===== src/rtl/geofence_pkg.sv =====
// geofence_pkg: shared coordinate, operation and orientation types for the
// geofence cross-product arbiter slice.
package geofence_pkg;
   localparam int CW = 10;
   typedef logic [CW-1:0] coord_t;
   typedef struct packed {
      coord_t ax;
      coord_t ay;
      coord_t bx;
      coord_t by;
      coord_t cx;
      coord_t cy;
   } op_t;
   typedef enum logic [1:0] {NEG = 2'd0, ZERO = 2'd1, POS = 2'd2} orient_e;
   typedef enum logic {IDLE = 1'b0, OWNED = 1'b1} arb_state_e;
endpackage


===== src/rtl/geofence_cross_core.sv =====
// geofence_cross_core: pipelined orientation engine, sign/zero of (A-C)x(B-C);
// stage 1 holds the differences, stage 2 the compare, further stages only delay.
module geofence_cross_core
   import geofence_pkg::*;
#(
   parameter int CW  = geofence_pkg::CW,
   parameter int LAT = 2,
   parameter int TW  = 1
) (
   input  logic            clk,
   input  logic            reset,
   input  logic            in_valid,
   input  logic [TW-1:0]   in_tag,
   input  logic [6*CW-1:0] in_op,
   output logic            out_valid,
   output logic [TW-1:0]   out_tag,
   output logic            out_pos,
   output logic            out_zero,
   output logic            busy
);
   localparam int ND = (LAT > 1) ? LAT - 1 : 1;
   localparam int DW = CW + 1;
   localparam int SW = 1 + TW + 4 * DW;
   logic [CW-1:0]          w_ax, w_ay, w_bx, w_by, w_cx, w_cy;
   logic signed [DW-1:0]   w_dx1, w_dy1, w_dx2, w_dy2;
   logic signed [DW-1:0]   w_sx1, w_sy1, w_sx2, w_sy2;
   logic [SW-1:0]          w_st1, r_st1;
   logic                   w_sv;
   logic [TW-1:0]          w_st;
   logic signed [2*DW-1:0] w_m1, w_m2;
   orient_e                w_orient;
   logic [ND-1:0]          r_v;
   logic [ND-1:0][TW-1:0]  r_tag;
   logic [ND-1:0][1:0]     r_or;

   assign {w_ax, w_ay, w_bx, w_by, w_cx, w_cy} = in_op;
   assign w_dx1 = DW'(w_ax) - DW'(w_cx);
   assign w_dy1 = DW'(w_ay) - DW'(w_cy);
   assign w_dx2 = DW'(w_bx) - DW'(w_cx);
   assign w_dy2 = DW'(w_by) - DW'(w_cy);
   assign w_st1 = {in_valid, in_tag, w_dx1, w_dy1, w_dx2, w_dy2};
   // With LAT=1 the difference stage collapses into the compare stage
   assign {w_sv, w_st, w_sx1, w_sy1, w_sx2, w_sy2} = (LAT > 1) ? r_st1 : w_st1;
   assign w_m1 = w_sx1 * w_sy2;
   assign w_m2 = w_sx2 * w_sy1;
   assign w_orient = (w_m1 > w_m2) ? POS : (w_m1 == w_m2) ? ZERO : NEG;

   always_ff @(posedge clk or posedge reset) begin
      if (reset) begin
         r_st1 <= '0;
         r_v   <= '0;
         r_tag <= '0;
         r_or  <= '0;
      end else begin
         r_st1    <= w_st1;
         r_v[0]   <= w_sv;
         r_tag[0] <= w_st;
         r_or[0]  <= w_orient;
         for (int i = 1; i < ND; i++) begin
            r_v[i]   <= r_v[i-1];
            r_tag[i] <= r_tag[i-1];
            r_or[i]  <= r_or[i-1];
         end
      end
   end

   assign out_valid = r_v[ND-1];
   assign out_tag   = r_tag[ND-1];
   assign out_pos   = r_or[ND-1] == POS;
   assign out_zero  = r_or[ND-1] == ZERO;
   assign busy      = (|r_v) | ((LAT > 1) && r_st1[SW-1]);
endmodule


===== src/rtl/geofence_cross_arbiter.sv =====
// geofence_cross_arbiter: round-robin arbiter with burst lock sharing one
// orientation engine; results return tagged one-hot to the granted requester.
module geofence_cross_arbiter
   import geofence_pkg::*;
#(
   parameter int NREQ      = 2,
   parameter int CW        = geofence_pkg::CW,
   parameter int LAT       = 2,
   parameter int MAX_BURST = 4
) (
   input  logic                   clk,
   input  logic                   reset,
   input  logic [NREQ-1:0]        req_valid,
   input  logic [NREQ-1:0]        req_lock,
   input  logic [NREQ*6*CW-1:0]   req_ops,
   output logic [NREQ-1:0]        req_ready,
   output logic [NREQ-1:0]        resp_valid,
   output logic                   resp_pos,
   output logic                   resp_zero,
   output logic                   busy
);
   localparam int TW = (NREQ > 1) ? $clog2(NREQ) : 1;
   localparam logic [NREQ-1:0] ONE = {{(NREQ-1){1'b0}}, 1'b1};
   arb_state_e      r_state, w_state;
   logic [TW-1:0]   r_owner, w_owner, r_rr, w_rr, w_win, w_idx, w_out_tag;
   logic [3:0]      r_burst, w_burst;
   logic            w_gnt, w_out_valid;
   logic [6*CW-1:0] w_op;

   always_ff @(posedge clk or posedge reset) begin
      if (reset) begin
         r_state <= IDLE;
         r_owner <= '0;
         r_rr    <= '0;
         r_burst <= '0;
      end else begin
         r_state <= w_state;
         r_owner <= w_owner;
         r_rr    <= w_rr;
         r_burst <= w_burst;
      end
   end

   // An owned requester that drops valid forfeits the lock without a grant
   always_comb begin
      w_state = r_state;
      w_owner = r_owner;
      w_burst = r_burst;
      w_rr    = r_rr;
      if (w_gnt)
         w_rr = (w_win == TW'(NREQ - 1)) ? '0 : w_win + TW'(1);
      if (r_state == IDLE) begin
         if (w_gnt && req_lock[w_win] && MAX_BURST > 1) begin
            w_state = OWNED;
            w_owner = w_win;
            w_burst = 4'd1;
         end
      end else if (!req_valid[r_owner] || !req_lock[r_owner] || r_burst + 4'd1 >= 4'(MAX_BURST))
         w_state = IDLE;
      else
         w_burst = r_burst + 4'd1;
   end

   // Lowest rotated offset from the pointer wins, so scan from the far end
   always_comb begin
      w_gnt = 1'b0;
      w_win = r_owner;
      w_idx = '0;
      if (r_state == OWNED)
         w_gnt = req_valid[r_owner];
      else
         for (int j = NREQ - 1; j >= 0; j--) begin
            w_idx = TW'((int'(r_rr) + j) % NREQ);
            if (req_valid[w_idx]) begin
               w_gnt = 1'b1;
               w_win = w_idx;
            end
         end
      req_ready = w_gnt ? (ONE << w_win) : '0;
   end

   assign w_op = req_ops[int'(w_win) * 6 * CW +: 6 * CW];

   geofence_cross_core #(.CW(CW), .LAT(LAT), .TW(TW)) u_core (
      .clk       (clk),
      .reset     (reset),
      .in_valid  (w_gnt),
      .in_tag    (w_win),
      .in_op     (w_op),
      .out_valid (w_out_valid),
      .out_tag   (w_out_tag),
      .out_pos   (resp_pos),
      .out_zero  (resp_zero),
      .busy      (busy)
   );

   assign resp_valid = w_out_valid ? (ONE << w_out_tag) : '0;
endmodule

===== config.mk =====
export PLATFORM = sky130hd
export DESIGN_NAME = geofence_cross_arbiter
export DESIGN_NICKNAME = d
export VERILOG_FILES = /design/src/rtl/geofence_pkg.sv /design/src/rtl/geofence_cross_core.sv /design/src/rtl/geofence_cross_arbiter.sv
export SDC_FILE = /design/constraint.sdc
export NUM_CORES = 1
export LEC_CHECK = 0
export ABC_AREA = 1
export CORE_MARGIN = 2
export CORE_UTILIZATION = 61
export DETAILED_ROUTE_END_ITERATION = 7
export PLACE_DENSITY = 0.86
export REMOVE_ABC_BUFFERS = 1
export SYNTH_ARGS = -nofsm -noshare
export SYNTH_HDL_FRONTEND = slang
export SYNTH_SLANG_ARGS = --single-unit

===== constraint.sdc =====
create_clock -name clk -period 6.39 [get_ports clk]
set_input_delay 1.278 -clock clk [delete_from_list [all_inputs] [get_ports clk]]
set_output_delay 1.278 -clock clk [all_outputs]
set_load 0.05 [all_outputs]

# Yosys cells after proc, flatten, opt, wreduce, memory -nomap -nowiden
# Cells that the tools add are included.
[word_totals]
regBits = 57
mem_bits_ro = 0
memories = 0
ram_bits = 0
wordCells = 69
latch_bits = 0
output_inout_bits = 7
[op_classes]
n_lt_le_gt_ge = 6
eq_ne = 4
n_shift = 3
div = 0
n_bitwise = 2
mux = 27
addsub = 7
reduce_logical = 8
mul = 4
[op_table]
columns = ["operator", "n"]
rows = [
  ["120-bit by 9-bit variable part select with 60-bit output", 1],
  ["11-bit by 11-bit multiplier with 22-bit output", 2],
  ["10-bit by 10-bit subtractor with 11-bit output", 4],
  ["22-bit equality test", 1],
  ["22-bit > comparator", 1],
  ["1-bit two-way mux", 21],
  ["4-bit two-way mux", 3],
  ["1-bit by 2-bit < comparator with 1-bit output, second input constant", 4],
  ["3-bit by 3-bit multiplier with 6-bit output, second input constant", 1],
  ["2-bit two-way mux", 3],
  ["4-bit by 1-bit adder with 4-bit output, second input constant", 1],
  ["4-bit by 3-bit greater-or-equal comparator with 1-bit output, second input constant", 1],
  ["2-bit AND reduction", 2],
  ["1-bit by 1-bit << shifter with 2-bit output, first input constant", 2],
  ["1-bit by 2-bit multiplier with 3-bit output, second input constant", 1],
  ["1-bit adder, second input constant", 2],
  ["2-bit by 1-bit equality test with 1-bit output, second input constant", 1],
  ["2-bit equality test, second input constant", 1],
  ["1-bit zero test", 2],
  ["1-bit logical OR", 2],
  ["2-bit != test, second input constant", 1],
  ["2-bit nonzero test", 1],
  ["1-bit logical AND", 1],
  ["1-bit NOT", 1],
  ["1-bit bitwise OR", 1],
]

# Depth between registers and ports, before layout
# Gate-level depths: netlist (run 1).
[logic_depth]
ltp_word = 11
mapped_depth = 33

# By module
# From an unflattened synthesis (run 1), not the netlist that was laid out.
[hier_totals]
cells_unflattened = 2070
hier_area_um2 = 15048.2
[by_module_without_submodules]
columns = ["mod", "area_each_um2", "n_inst", "cells_per_inst"]
rows = [
  ["geofence_cross_core", 13854.5, 1, 1818],
  ["geofence_cross_arbiter", 1193.6, 1, 252],
]

# Least setup slack after synthesis (run 1)
# OpenSTA, ideal clock, no wires.
[synth_timing]
kind = "reg2reg"
start = "register u_core.r_st1[21]"
end = "register u_core.r_or[1] (netlist name)"
path_stages_with_launch = 29
n_path_buf = 1
arrival_ps = 5465
path_slack_ps = 811
required_ps = 6276
cell_sequence = "dfrtp_1 clkbuf_1 nand2_1 fa_1 fa_1 inv_1 fa_1 inv_1 fa_1 fa_1 inv_1 ha_1 nand2_1 nor2_1 and2_1 nor3b_2 nor2_1 nand2_1 nand2_1 ha_1 nand2_1 nor2_1 nand2_1 nor2_1 nand2_1 nand3_1 nand2_1 inv_1 nor2_1"
[synth_between]
elab_chain_len = 3
[synth_lines]
columns = ["item", "line", "text"]
rows = [
  ["start, declared", "geofence_cross_core.sv:27", "logic [SW-1:0] w_st1, r_st1;"],
  ["start signal, assigned", "geofence_cross_core.sv:55", "r_st1 <= w_st1;"],
  ["11-bit by 11-bit multiplier with 22-bit output", "geofence_cross_core.sv:45", "assign w_m2 = w_sx2 * w_sy1;"],
  ["22-bit > comparator", "geofence_cross_core.sv:46", "assign w_orient = (w_m1 > w_m2) ? POS : (w_m1 == w_m2) ? ZERO : NEG;"],
  ["2-bit two-way mux", "geofence_cross_core.sv:46", ""],
  ["net u_core.w_orient[1]", "geofence_cross_core.sv:31", "orient_e w_orient;"],
  ["end signal, assigned by index", "geofence_cross_core.sv:62", "r_or[i] <= r_or[i-1];"],
  ["end, declared", "geofence_cross_core.sv:34", "logic [ND-1:0][1:0] r_or;"],
]
# The timed path passes the listed nets, and every way through them passes these cells.
# A chain may end at the register's enable or synchronous reset.

# Worst setup path after layout (run 1)
[layout_timing]
start = "register u_core.r_st1[26]"
end = "register u_core.r_or[1] (netlist name)"
# Same word-level chain as after synthesis.

==> results of run 1 <==
registers in the layout (all words and copies together), names as in the netlist:
| signal | flops |
|---|---|
| u_core.out_valid | 1 |
| u_core.r_st1 | 46 |
| u_core.r_or | 2 |
| r_rr | 1 |
| u_core.out_tag | 1 |
| r_burst | 4 |
| r_state | 1 |
| r_owner | 1 |
per-layer routing:
layer / share of wire, % / wire length [um]
met1: 42 / 15400
met2: 47 / 17100
met3: 8.0 / 2960
met4: 3.6 / 1330
met5: 0 / 0
worst max-delay path, stage by stage (launching register included):
cell                      delay (ns)
sky130_fd_sc_hd__dfrtp_1        0.60
sky130_fd_sc_hd__nand2_1        0.13
sky130_fd_sc_hd__fa_1           0.57
sky130_fd_sc_hd__fa_1           0.67
sky130_fd_sc_hd__inv_1          0.09
sky130_fd_sc_hd__fa_1           0.48
sky130_fd_sc_hd__inv_1          0.05
sky130_fd_sc_hd__fa_1           0.48
sky130_fd_sc_hd__fa_1           0.55
sky130_fd_sc_hd__inv_1          0.05
sky130_fd_sc_hd__ha_1           0.33
sky130_fd_sc_hd__nand2_1        0.08
sky130_fd_sc_hd__nor2_1         0.11
sky130_fd_sc_hd__and2_1         0.16
sky130_fd_sc_hd__nor3b_2        0.20
sky130_fd_sc_hd__nor2_1         0.07
sky130_fd_sc_hd__nand2_1        0.06
sky130_fd_sc_hd__nand2_1        0.07
sky130_fd_sc_hd__ha_1           0.33
sky130_fd_sc_hd__nand2_1        0.08
sky130_fd_sc_hd__nor2_1         0.21
sky130_fd_sc_hd__nand2_1        0.10
sky130_fd_sc_hd__nor2_1         0.11
sky130_fd_sc_hd__nand2_1        0.07
sky130_fd_sc_hd__nand3_1        0.09
sky130_fd_sc_hd__nand2_1        0.06
sky130_fd_sc_hd__inv_1          0.05
sky130_fd_sc_hd__nor2_1         0.04
cells in the final DEF (no fill, tap or decap), types with 3 or more instances in the layout:
cell and n:
sky130_fd_sc_hd__a21o_1 3, sky130_fd_sc_hd__nand2_2 8, sky130_fd_sc_hd__clkbuf_16 9, sky130_fd_sc_hd__o21ai_1 15
sky130_fd_sc_hd__ha_1 157, sky130_fd_sc_hd__clkdlybuf4s50_1 132, sky130_fd_sc_hd__inv_1 513, sky130_fd_sc_hd__nor2_2 7
sky130_fd_sc_hd__nor2_1 93, sky130_fd_sc_hd__fa_1 238, sky130_fd_sc_hd__xor2_1 34, sky130_fd_sc_hd__inv_2 11
sky130_fd_sc_hd__nand2_1 559, sky130_fd_sc_hd__nor3_1 8, sky130_fd_sc_hd__nand3b_1 8, sky130_fd_sc_hd__nand3_1 46
sky130_fd_sc_hd__xnor2_1 30, sky130_fd_sc_hd__o211ai_1 3, sky130_fd_sc_hd__buf_4 5, sky130_fd_sc_hd__or2_2 5
sky130_fd_sc_hd__dfrtp_2 6, sky130_fd_sc_hd__o21ai_0 20, sky130_fd_sc_hd__nand4_1 12, sky130_fd_sc_hd__o21ai_2 4
sky130_fd_sc_hd__mux2i_1 20, sky130_fd_sc_hd__dfrtp_1 51, sky130_fd_sc_hd__a21oi_1 72, sky130_fd_sc_hd__clkinv_2 3
sky130_fd_sc_hd__a21oi_2 3, sky130_fd_sc_hd__o21bai_1 5
worst max-delay path by stage:
| stage | end | slack [ns] | cells after the start |
|---|---|---|---|
| 2_1_floorplan | u_core.r_or[1] | 0.93 | 29 |
| 3_3_place_gp | u_core.r_or[1] | 0.56 | 27 |
| 3_5_place_dp | u_core.r_or[1] | 0.37 | 27 |
| 4_1_cts | u_core.r_or[1] | 0.37 | 29 |
| 5_1_grt | u_core.r_or[1] | 0.02 | 29 |
| 6_report | u_core.r_or[1] | 0.40 | 27 |
final cells by class:
cell class	instances	area share (%)
repair buffers	137	8.09
multi-input cells	1367	67.4
clock buffers	11	1.51
inverters	524	11.7
flip-flops and latches	57	8.54
clock inverters	5	0.320
well taps	324	2.41
metrics by stage:
stage	utilization (%)	hold slack, ns	cell area, sq um	cells	worst slack (ns)
2_1_floorplan	-	0.331	14700	1948	0.932
3_3_place_gp	68.2	0.333	16500	2409	0.559
3_5_place_dp	68.2	0.355	16500	2409	0.374
4_1_cts	69.4	0.368	16800	2425	0.375
5_1_grt	69.5	0.374	16800	2425	0.0157
6_report	69.5	0.365	16800	2425	0.398
cell families (layout without fill, tap and decap cells):
| logic type | count (synthesis) | count (layout) | share of synthesized area [%] |
|---|---|---|---|
| xor+xnor | 64 | 64 | 3.74 |
| simple gates | 755 | 755 | 20.5 |
| flops | 57 | 57 | 9.53 |
| fa+ha+maj | 395 | 395 | 44.9 |
| buf+inv | 580 | 677 | 14.9 |
| mux | 20 | 20 | 1.34 |
| compound gates | 133 | 133 | 5.07 |
==> impl.org, run 1 <==
** Layout
- Antenna cell count :: 0
- After filler insertion, the fill cell instance count of the layout stands at 1873.
- Of the cells placed in the final design, the portion with a size suffix greater than 1 is 3.57%.
- Sequential cell area :: 1430 sq um
- Footprint of the multi-input gates :: 11300 sq um
- The area growth from synthesis to layout is 12.2%.
- Number of nets in the finished design :: 2617

** Drt
- After detailed routing, the total wire length is 36.7 mm.
- Antenna-violating nets left :: 0
- Residual DRC count :: 0
- Initial detailed-routing violation count :: 862
- Routed wire length per instance :: 15.1 um
- Vias per inst :: 5.20
- The routed layout has 12600 vias.
- Drt first pass iters :: 7

** Die
- Die X :: 161 um
- In this run the core area contains 57 standard-cell rows.
- The die covers 25800 sq um.
- The die is 161 um tall.
- Starting density of the core :: 61.9%
- Core Box Area :: 24200 sq um
- During I/O placement, the number of pins put on the boundary was 133.

** Critical path
- FF-to-FF Start :: u_core.r_st1[26]
- The worst setup path is launched from a flip-flop.
- First element of the critical path :: u_core.r_st1[26]
- Highest net fanout along the worst path :: 11
- Across all register-to-register paths, the minimum setup slack is 0.40 ns.
- The worst setup path is captured at a flip-flop.
- The setup path with the least slack is of type flip-flop to flip-flop.
- At the worst endpoint, the required time is 6.63 ns.
- Worst r2r dst :: u_core.r_or[1]
- Data on the critical path arrives at its endpoint at 6.24 ns.
- Number of cells traversed by the worst register-to-register path :: 27

** Logic synthesis
- Main synth FF type :: sky130_fd_sc_hd__dfrtp_1
- Syn. warnings :: 0
- Sequential fraction of the synthesis area :: 9.53%
- The share of synthesized area in the top cell type comes to 31.8%.
- Flip-flop and latch count after synthesis :: 57
- After synthesis, the share of flip-flops with an asynchronous set or reset is 100%.
- After synthesis, the netlist uses 42 different library cells.
- Number of enable-type register cells in the synthesized netlist :: 0
- Ranked by instance count, the synthesized netlist is headed by sky130_fd_sc_hd__nand2_1, sky130_fd_sc_hd__inv_1, sky130_fd_sc_hd__fa_1.
- A synthesized cell averages 7.47 sq um.
- Post-Synthesis Cell Area :: 15000 sq um
- Most frequent cell after synthesis :: sky130_fd_sc_hd__nand2_1
- Count of mapped cells out of synthesis :: 2004
- Ranked by total cell area, the synthesized netlist is headed by sky130_fd_sc_hd__fa_1, sky130_fd_sc_hd__nand2_1, sky130_fd_sc_hd__ha_1, sky130_fd_sc_hd__inv_1, sky130_fd_sc_hd__dfrtp_1.
- Synth area leader :: sky130_fd_sc_hd__fa_1

** Global route
- Summed over all layers, the global routing overflow is 0.
- For met1 alone, demand over resource in global routing was 39.9%.
- For this run, the total global-route usage over all layers was measured as 30.1%.
- Most heavily used metal layer in global routing :: met2
- Wire length of the first global-routing pass :: 62.2 mm
- Number of antenna violations at the first check in global routing :: 0
- Global routing used 50.3% of the available met2 tracks.
- Global routing consumed, on the met3 layer, 5.04% of the routing resources.
- Entering global routing, the biggest net connects 67 pins.
- Via count of the first global-routing pass :: 13200

** Clocking
- Deepest clock path buffer count :: 2
- The H-tree generated during clock tree synthesis spans 3 levels.
- Number of buffers added for setup after CTS :: 0
- CTS clock-pin slew for the worst setup and hold paths :: 0.07 ns
- After clock tree synthesis, the flow added hold-fix buffers numbering 0.
- Post-CTS repair changed the size of 0 cells.
- CTS tree :: built
- Source-to-sink clock delay at the later pin of the worst-skew pair :: 0.34 ns
- Root buf cell :: sky130_fd_sc_hd__clkbuf_16
- Clock Sinks :: 57
- Clock buffers created by TritonCTS :: 9

** Worst hold path
- The startpoint identified for the worst hold timing path is u_core.r_st1[44].
- Worst hold path cell count :: 0
- For hold timing, the worst endpoint is u_core.out_tag.
- The path class of the tightest hold or removal check is flip-flop to flip-flop.

** STA
- On the final layout, the worst clock skew is 0.0189 ns.
- The count of final max-slew check failures was 0.
- Fin Setup TNS :: 0 ns
- Min Tclk post-route :: 5.99 ns
- Setup repair after global routing left no endpoint under its margin.
- Slew headroom :: 48.6%
- In the finished design, the share of the clock period the worst path needs comes to 93.8%.
- Derived from the worst setup path, the maximum achievable clock frequency is 167 MHz.
- Setup violations, final :: 0
- At the pin with the least slew margin, the transition time is 0.772 ns.
- The count of final hold-check violations came to 0.

** Run status
- The run finished with clean final reports.

** Placement
- During placement, the flow inserted port buffers numbering 132.
- Routability Congestion :: 0.944
- Placed wire-length estimate after detailed placement :: 32.0 mm

** Job
- The tool flagged a number of max-cap violations equal to 0.
Power of run 1 is left out: the tool's default activity adds up to more than one toggle a clock period on the data nets, which glitch-free logic cannot reach.
==> run 2, diff against run 1 <==
CORE_ASPECT_RATIO = 0.9   (was default)
CORE_UTILIZATION = 55   (was 61)
PLACE_DENSITY = default   (was 0.86)
PLACE_DENSITY_LB_ADDON = 0.08   (was default)
clock period = 5.15 ns   (was 6.39 ns; I/O delays follow)
==> impl.org, run 2 (synthesized netlist as in run 1, its figures left out) <==
** Critical path
- FF-to-FF Start :: u_core.r_st1[43]
- The number of buffers and inverters on the critical path is 6 (+2).
- Number of cells traversed by the worst register-to-register path :: 26 (-3.7%)
- The arrival time reported for the critical path endpoint is 5.81 ns (-0.43 ns).
- In this run the worst setup path begins at u_core.r_st1[43].
- Highest net fanout along the worst path :: 7 (-4)
- STA classifies the critical path startpoint as a flip-flop.
- STA classifies the critical path endpoint as a flip-flop.
- In this run the critical register-to-register path is captured at u_core.r_or[1].
- The largest incremental delay on the critical path was 0.55 ns (-0.12 ns).
- Crit path max-delay cell type :: sky130_fd_sc_hd__fa_1
- The critical path in this run is classified as flip-flop to flip-flop.
- Crit-path leading delay family :: adder cells
- FF-to-FF setup slack :: -0.38 ns (-0.77 ns)
- Crit path required time :: 5.43 ns (-1.20 ns)

** STA
- The number of failing setup endpoints in the final timing report is 2 (+2).
- The count of final hold-check violations was 0 (unchanged).
- The post-route clock period utilization is 107% (+14 points).
- Setup Skew :: 0.0286 ns (+0.00963 ns)
- Least setup slack across all paths after layout :: -0.377 ns (-0.775 ns)
- The maximum clock rate was 181 MHz (+8.4%).
- Final Slew Violations :: 0 (unchanged)
- The worst slew margin relative to its limit came to 61.2% (+13 points).
- The final critical-path required period was 5.53 ns (-0.465 ns).
- Fin Setup TNS :: -0.609 ns (-0.609 ns)
- The pin slew with the least headroom to its limit was 0.566 ns (-0.205 ns).
- Setup repair after global routing could not meet its margin everywhere.

** Layout
- Number of nets in the finished design :: 2794 (+6.8%)
- Reg with most FFs :: u_core.r_st1
- Commonest non-fill, non-tap cell in the layout :: sky130_fd_sc_hd__nand2_1
- The area of the multi-input gates is 11700 sq um (+3.6%).
- Syn-to-layout area delta :: 24.5%
- The count of fill cells added during filler insertion was 2205 (+18%).
- Flip-flop count of the largest register, all copies and words added :: 46 (unchanged)
- Antenna cell count :: 0 (unchanged)
- Highest-count cells in the layout ignoring fill and taps :: sky130_fd_sc_hd__nand2_1, sky130_fd_sc_hd__inv_1, sky130_fd_sc_hd__fa_1, sky130_fd_sc_hd__buf_4, sky130_fd_sc_hd__ha_1
- The largest registers in the layout are u_core.r_st1 (46), r_burst (4), u_core.r_or (2).
- The register area is 1460 sq um (+1.5%).
- The ratio of cells with drive above 1 in the final layout is 15.1% (+11 points).

** Die
- Number of rows created at floorplan :: 57 (unchanged)
- Starting density of the core :: 55.7% (-6.2 points)
- The width of the chip was 178 um (+11%).
- The die height was 161 um (about the same).
- The full die area is 28600 sq um (+11%).
- The core box area is 26900 sq um (+11%).
- I/O Pins :: 133 (unchanged)

** Worst hold path
- The startpoint identified for the worst hold timing path is u_core.r_st1[44].
- Worst hold path cell count :: 0 (unchanged)
- The worst hold path terminates at u_core.out_tag.
- In this run the worst hold path is classified as flip-flop to flip-flop.

** Global route
- Most heavily used metal layer in global routing :: met2
- Pin count of the biggest net entering global routing :: 48 (-28%)
- The global-route usage over all layers was 28.3% (-1.8 points).
- The met3 usage in global routing was 5.33% (+0.29 points).
- Met2 track demand over resource :: 43.2% (-7.1 points)
- Total overflow reported by the global router :: 0 (unchanged)
- GR Layer Usage met1 :: 41.4% (+1.5 points)
- The number of antenna violations at the first check in global routing is 0 (unchanged).
- The number of global-route vias before repair was 13200 (+0.65%).
- The global-route wire length before repair is 63.9 mm (+2.7%).

** Clocking
- The clock transition at the register clock pins on the worst setup and hold paths after CTS came to 0.08 ns (about the same).
- The insertion delay to the later sink of the worst-skew pair is 0.35 ns (about the same).
- Number of levels in the clock H-tree :: 3 (unchanged)
- The maximum clock path buffer count came to 2 (unchanged).
- Clock Sinks :: 57 (unchanged)
- CTS tree :: built
- The root buffer cell chosen for the clock tree is sky130_fd_sc_hd__clkbuf_16.
- Clock buffers created by TritonCTS :: 9 (unchanged)

** Drt
- Total number of vias :: 13000 (+2.8%)
- Routed wire length per instance :: 14.8 um (-2.4%)
- Wire length reported by the detailed router :: 38.9 mm (+5.9%)
- Vias per inst :: 4.93 (-5.2%)
- The starting DRC count in detailed routing is 893 (+3.6%).
- Antenna-violating nets left :: 0 (unchanged)
- The post-detailed-route DRC marker count is 0 (unchanged).
- Drt first pass iters :: 5 (-2)

** Run status
- Run status :: complete, but fails checks
- The checks that failed: negative setup slack.

** Placement
- Routability Congestion :: 0.921 (-2.4%)
- The setup slack at placement was -0.560 ns (-0.934 ns).
- The count of input and output buffers is 132 (unchanged).
- Placed wire-length estimate after detailed placement :: 34.2 mm (+6.9%)

** Job
- The max-cap check violation count was 0 (unchanged).
## run 2: per-layer routing
layer  vias to the layer above  share of wire [%]
li1                       6416                  -
met1                      6074                 48
met2                       423                 43
met3                        53                6.8
met4                         0                2.6
met5                         -                  0
## run 2: layout make-up
type / count / area share (%)
tap: 354 / 2.38
multi-input combinational: 1367 / 63.0
timing repair buffer: 314 / 14.6
inverter: 524 / 10.6
clock buffer: 11 / 1.25
clock inverter: 5 / 0.430
sequential: 57 / 7.81
## run 2: what timing repair did
action | CTS | global route
pin swaps | 23 | 17
endpoints found under the hold margin | 0 | 0
setup buffers | 9 | 0
hold buffers | 0 | 0
gates resized for setup | 89 | 24
setup endpoints to repair | 2 | 2
## run 2: worst max path at each step
stage | to | slack [ns] | cells past startpoint
6_report | u_core.r_or[1] | -0.38 | 26
5_1_grt | u_core.r_or[1] | -0.61 | 27
4_1_cts | u_core.r_or[1] | -0.30 | 26
3_5_place_dp | u_core.r_or[1] | -0.56 | 28
3_3_place_gp | u_core.r_or[1] | -0.46 | 25
2_1_floorplan | u_core.r_or[1] | -0.31 | 29
## run 2: worst register-to-register path, delay by kind of cell (launching register included)
kind / cells / cell delay, ns
AOI/OAI and AO/OA: 3 / 0.41
xor gates and xnor gates: 1 / 0.21
adders and majority gates: 7 / 3.09
buffers and inverters: 6 / 0.56
DFF: 1 / 0.46
and+or+nand+nor: 9 / 0.74
## run 2: metrics by stage
| stage | cell area [sq um] | util (%) | cells | hold slack, ns |
|---|---|---|---|---|
| final | 18600 | 69.3 | 2632 | 0.363 |
| after CTS | 18600 | 69.1 | 2632 | 0.366 |
| after detailed placement | 17800 | 66.2 | 2607 | 0.361 |
| after global routing | 18600 | 69.3 | 2632 | 0.369 |
| after global placement | 17800 | 66.2 | 2607 | 0.332 |
| after floorplan | 14700 | - | 1948 | 0.331 |
Power of run 2 is left out for the same reason.
